[config.mk]
export PLATFORM = sky130hd
export DESIGN_NAME = expr_stream_arb
export DESIGN_NICKNAME = d
export VERILOG_FILES = /design/src/rtl/expr_stream_arb.sv
export SDC_FILE = /design/constraint.sdc
export NUM_CORES = 1
export LEC_CHECK = 0
export BUFFER_PORTS_ARGS = -buffer_cell sky130_fd_sc_hd__buf_2
export CAP_MARGIN = 40
export CORE_MARGIN = 5
export CORE_UTILIZATION = 45
export CTS_BUF_LIST = sky130_fd_sc_hd__clkbuf_2 sky130_fd_sc_hd__clkbuf_4 sky130_fd_sc_hd__clkbuf_8
export DETAILED_ROUTE_END_ITERATION = 8
export PLACE_DENSITY = 0.7
export SLEW_MARGIN = 20
export SYNTH_ARGS = -nofsm -noshare
export SYNTH_HDL_FRONTEND = slang
export SYNTH_SLANG_ARGS = --single-unit
[constraint.sdc]
create_clock -name clk -period 3.1 [get_ports clk]
set_input_delay 0.465 -clock clk [delete_from_list [all_inputs] [get_ports clk]]
set_output_delay 0.465 -clock clk [all_outputs]
set_load 0.02 [all_outputs]
[src/rtl/expr_stream_arb.sv]
// expr_stream_arb: round-robin arbiter sharing one single-digit expression
// checker (grammar: digit (op digit)*) between N character streams.
// One verdict per TERM-terminated frame.
// Optional feature macro: EXPR_TIMEOUT_EN (abort a stalled frame after TIMEOUT cycles).
module expr_stream_arb #(
  parameter int unsigned N       = 2,
  parameter int unsigned ID_W    = 1,
  parameter logic [7:0]  TERM    = 8'd59,
  parameter int unsigned MAX_LEN = 16,
  parameter int unsigned TIMEOUT = 8
) (
  input  logic            clk,
  input  logic            clr_n,
  input  logic [N-1:0]    req_valid,
  input  logic [8*N-1:0]  req_data,
  output logic [N-1:0]    req_ready,
  output logic [N-1:0]    grant,
  output logic            busy,
  output logic            res_valid,
  output logic            res_ok,
  output logic [ID_W-1:0] res_id
);

  // One counter width covers both the saturating frame length and the stall count
  localparam int unsigned CNT_MAX = (MAX_LEN + 1 > TIMEOUT) ? MAX_LEN + 1 : TIMEOUT;
  localparam int unsigned CNT_W   = $clog2(CNT_MAX + 1);

  typedef enum logic [1:0] {S_IDLE, S_BUSY, S_REPORT} state_t;
  typedef enum logic [1:0] {CHK_START, CHK_NUM, CHK_OP} chk_t;

  state_t            state;
  chk_t              chk_st;
  logic              bad;
  logic [CNT_W-1:0]  len;
  logic [ID_W-1:0]   ptr;
  logic [ID_W-1:0]   win;
`ifdef EXPR_TIMEOUT_EN
  logic [CNT_W-1:0]  stall;
`endif

  logic              pick_any;
  logic [ID_W-1:0]   pick_idx;
  int unsigned       cand;
  logic [7:0]        cur_data;
  logic              cur_valid;
  logic              is_digit;
  logic              is_term;

  assign req_ready = grant;
  assign busy      = (state != S_IDLE);
  assign cur_valid = |(req_valid & grant);
  assign is_digit  = (cur_data >= 8'd48) && (cur_data <= 8'd57);
  assign is_term   = (cur_data == TERM);

  // Round-robin pick: first valid requester at or after ptr, wrapping modulo N
  always_comb begin
    pick_any = 1'b0;
    pick_idx = '0;
    cand     = 0;
    for (int unsigned k = 0; k < N; k++) begin
      cand = 32'(ptr) + k;
      if (cand >= N) cand = cand - N;
      if (!pick_any && ((req_valid >> cand) & N'(1)) != '0) begin
        pick_any = 1'b1;
        pick_idx = ID_W'(cand);
      end
    end
  end

  // Character of the granted requester
  always_comb begin
    cur_data = '0;
    for (int i = 0; i < N; i++) begin
      if (grant[i]) cur_data = req_data[8*i +: 8];
    end
  end

  // Frame FSM, checker and registered verdict
  always_ff @(posedge clk or negedge clr_n) begin
    if (!clr_n) begin
      state     <= S_IDLE;
      grant     <= '0;
      res_valid <= 1'b0;
      res_ok    <= 1'b0;
      res_id    <= '0;
      ptr       <= '0;
      win       <= '0;
      chk_st    <= CHK_START;
      bad       <= 1'b0;
      len       <= '0;
`ifdef EXPR_TIMEOUT_EN
      stall     <= '0;
`endif
    end else begin
      unique case (state)
        S_IDLE: begin
          if (pick_any) begin
            grant  <= N'(1) << pick_idx;
            win    <= pick_idx;
            chk_st <= CHK_START;
            bad    <= 1'b0;
            len    <= '0;
`ifdef EXPR_TIMEOUT_EN
            stall  <= '0;
`endif
            state  <= S_BUSY;
          end
        end
        S_BUSY: begin
          if (cur_valid) begin
`ifdef EXPR_TIMEOUT_EN
            stall <= '0;
`endif
            if (is_term) begin
              grant     <= '0;
              res_valid <= 1'b1;
              res_ok    <= !bad && (chk_st == CHK_NUM) && (len <= CNT_W'(MAX_LEN));
              res_id    <= win;
              state     <= S_REPORT;
            end else begin
              if (len != CNT_W'(MAX_LEN + 1)) len <= len + CNT_W'(1);
              unique case (chk_st)
                CHK_START: if (is_digit) chk_st <= CHK_NUM; else bad <= 1'b1;
                CHK_NUM:   if (is_digit) bad <= 1'b1;       else chk_st <= CHK_OP;
                CHK_OP:    if (is_digit) chk_st <= CHK_NUM; else bad <= 1'b1;
                default:   bad <= 1'b1;
              endcase
            end
          end
`ifdef EXPR_TIMEOUT_EN
          else if (stall == CNT_W'(TIMEOUT - 1)) begin
            grant     <= '0;
            res_valid <= 1'b1;
            res_ok    <= 1'b0;
            res_id    <= win;
            state     <= S_REPORT;
          end else begin
            stall <= stall + CNT_W'(1);
          end
`endif
        end
        S_REPORT: begin
          res_valid <= 1'b0;
          ptr       <= (win == ID_W'(N - 1)) ? '0 : win + ID_W'(1);
          state     <= S_IDLE;
        end
        default: state <= S_IDLE;
      endcase
    end
  end

endmodule

==> impl_results.md <==
- Status: finished, final reports clean
- CP Max Fanout: 15
- Initial antenna violation count: 0
- #FFs+latches synth: 17
- Fin Setup TNS: 0 ns
- Wire per inst: 14.20 µm
- Int Pwr: about 460 µW
- Ys async rst share: 1.000
- WL final: approximately 2.4 mm
- Clock Sinks: 17
- Fillers: 215
- RSZ-0062 raised after global routing: false
- Hold Fails Final Rpt: 0
- Core Rows: 17
- Largest net degree at the start of global routing: 18
- Slew Limit Fails: 0
- Main synth FF type: dfrtp_1
- VDD IR-drop max: 0.4168 mV
- Cts hold-fix bufs: 0
- Class of the worst hold path: in -> async
- Flop pwr share: 0.443
- Ant diodes: 0
- Critical path class: reg -> reg
- Post-CTS setup buffer count: 0
- Area Overhead vs Synth: 15.87%
- Nets@finish: between 150 and 200
- Worst setup SP type: flop
- Root buf cell: clkbuf_4
- IO buf count: 27
- Die Y: 58.27 µm
- CTS tree: yes
- Clock period minus worst slack: 1.956 ns
- Setup crit end kind: flop
- P_sw: 324.5 µW
- Ys Warns: 0
- Yosys top cell by area: dfrtp_1
- Global-route wire length before repair: 4.140 mm
- # setup viols final: 0
- Power per cell area: between 600 and 700 mW/mm²
- Post-synth EDFFs: 0
- M1 WL: 953 µm
- H-tree Lvls: 1
- Metal2 WL: 1.249 mm
- # resized after CTS: 0
- Fmax: 511.1 MHz
- Top Family by Delay on Critical Path: simple AND/OR/NAND/NOR gates
- Post-synth cell types: 42
- Gr usage total: 0.1558
- Final ANT Viol Nets: 0
- Top-area cell type share of the netlist area: 0.4057
- CTS Buf Count: 3
- Buf+Inv Stages, Crit Path: 0
- Total of max-cap violations: 0
- Met3 wire len: 168 µm
- Crit path DAT: 2.14 ns
- Max stage delay cell, worst path: dfrtp_1
- Clock Pin Slew Worst Setup and Hold Paths: 0.10 ns
- Fraction of layout instances using a drive strength above 1: 0.2714
- TritonRoute pass-1 iters: 4
- Largest cells by area after synthesis: dfrtp_1, ha_1, o21ai_0
- Post-Layout Cell Count: approximately 170
- Vias in the first global route: around 950
- DP Wirelength: 1.844 mm
- Routed vias/inst: around 5.7
- Initial Util: 0.4740
- CTS Buffer Depth: 2
- Max transition margin: 0.6232
- Critical-path cell list: nand2b_1 -> a22oi_1 -> nor2_1 -> nand3_2 -> o41ai_2
- Sequential element share of the synthesized area: 0.4057
- Syn Nets: 138
- Synthesized instance count: 115
- Die area: 0.003395 mm²
- Dpl cells: 164
- Routed vias: 958
- CP max stage delay: 0.54 ns
- Clock power frac: 0.147
- Die width: 58.27 µm
- Slew @ Worst Pin: 0.5632 ns
- I/O pins: 28
- LEAKAGE: 0.0005634 µW
- Cell area after synthesis: 0.001049 mm²
- Most frequent cells in the layout: buf_2, dfrtp_1, inv_1, nand2_1, o21ai_0
- Syn avg cell area: 9.117 µm²
- Core area: approximately 0.0022 mm²
- Top Metal Used: met4
- Clock skew: between 0.006 and 0.007 ns
- Logic pwr share: 0.410
- Switch share: 0.4141
- Commonest non-fill, non-tap cell in the layout: buf_2
- DRT iter0 DRCs: 25
- Grt total ovfl: 0
- Worst skew pair latency: 0.29 ns
- Drc violations: 0
- RePlAce Congestion: around 0.80
- Crit path required time: ~3.3 ns
- Tcrit/Tclk final: 0.6311
[routing by layer]
metal / GRT usage / up-vias
met2: 0.2648 / 28
li1: - / 473
met1: 0.1934 / 455
met3: 0.04454 / 2
met5: 0 / -
met4: 0.03642 / 0
[per-stage QoR]
stage / setup WS [ns] / hold slack [ns] / cell area (µm²) / total power (µW) / util
3_3_place_gp: 1.175 / 0.3982 / 1187 / 656.6 / 0.5368
4_1_cts: 1.149 / 0.07456 / 1215 / 790.8 / 0.5492
3_5_place_dp: 1.135 / 0.4067 / 1187 / 671.6 / 0.5368
2_1_floorplan: 1.243 / 0.1694 / 1049 / 585.7 / -
6_report: 1.144 / 0.07772 / 1215 / 783.6 / 0.5492
5_1_grt: 0.9419 / 0.08487 / 1215 / 854.2 / 0.5492
[kinds of logic after synthesis]
logic type | Yosys count | share of synthesized area
AO/OA/AOI/OAI | 33 | 0.2196
adder cells (fa/ha/maj) | 3 | 0.03580
buffers and inverters | 15 | 0.06204
flip-flops | 17 | 0.4057
multiplexers | 2 | 0.02029
AND/OR/NAND/NOR | 45 | 0.2566
[final cells by class]
| type | count | area (µm²) | share of cell area |
|---|---|---|---|
| Tap cell | 28 | 35.03 | 0.02884 |
| Sequential cell | 17 | 425.4 | 0.3502 |
| Multi-Input combinational cell | 83 | 558.0 | 0.4593 |
| Timing Repair Buffer | 27 | 135.1 | 0.1112 |
| Clock inverter | 1 | 5.005 | 0.004119 |
| Inverter | 9 | 33.78 | 0.02781 |
| Clock buffer | 3 | 22.52 | 0.01854 |
[cells in the mapped netlist, types with 2 or more instances]
master	number
dfrtp_1	17
inv_1	9
nand2_1	8
o21ai_0	7
nor2_1	6
nor3_1	5
o22ai_1	5
nand2b_1	4
a21oi_1	3
a31oi_1	3
and4_1	3
clkbuf_1	3
ha_1	3
o211ai_1	3
o21ai_1	3
a22oi_1	2
buf_4	2
nand3_1	2
nand3b_1	2
or2_1	2
or3_4	2
[worst paths after layout]
check | cells past startpoint | from | end | slack, ns
max | 5 | state[0] | res_ok | 1.14
min | 1 | clr_n | state[0] | 0.08
max reg2reg | 5 | state[0] | res_ok | 1.14
min reg2reg | 2 | ptr | ptr | 0.49
max in group asynchronous | 1 | clr_n | len[3] | 2.75
min in group clk | 2 | ptr | ptr | 0.49
[power by group through the flow]
stage                     Clock [µW]  Sequential [µW]  Combinational [µW]
after global placement             0              345                 311
after detailed placement           0              348                 324
after floorplan                    0              351                 234
after CTS                        122              346                 323
final                            116              347                 321
after global routing             133              362                 360
[state kept, by name (all words and copies together) (netlist names)]
register	cells
res_valid	1
chk_st	2
res_id	1
ptr	1
res_ok	1
bad	1
state	2
grant	2
len	5
win	1
No activity file was read; power rests on OpenSTA's default activity.
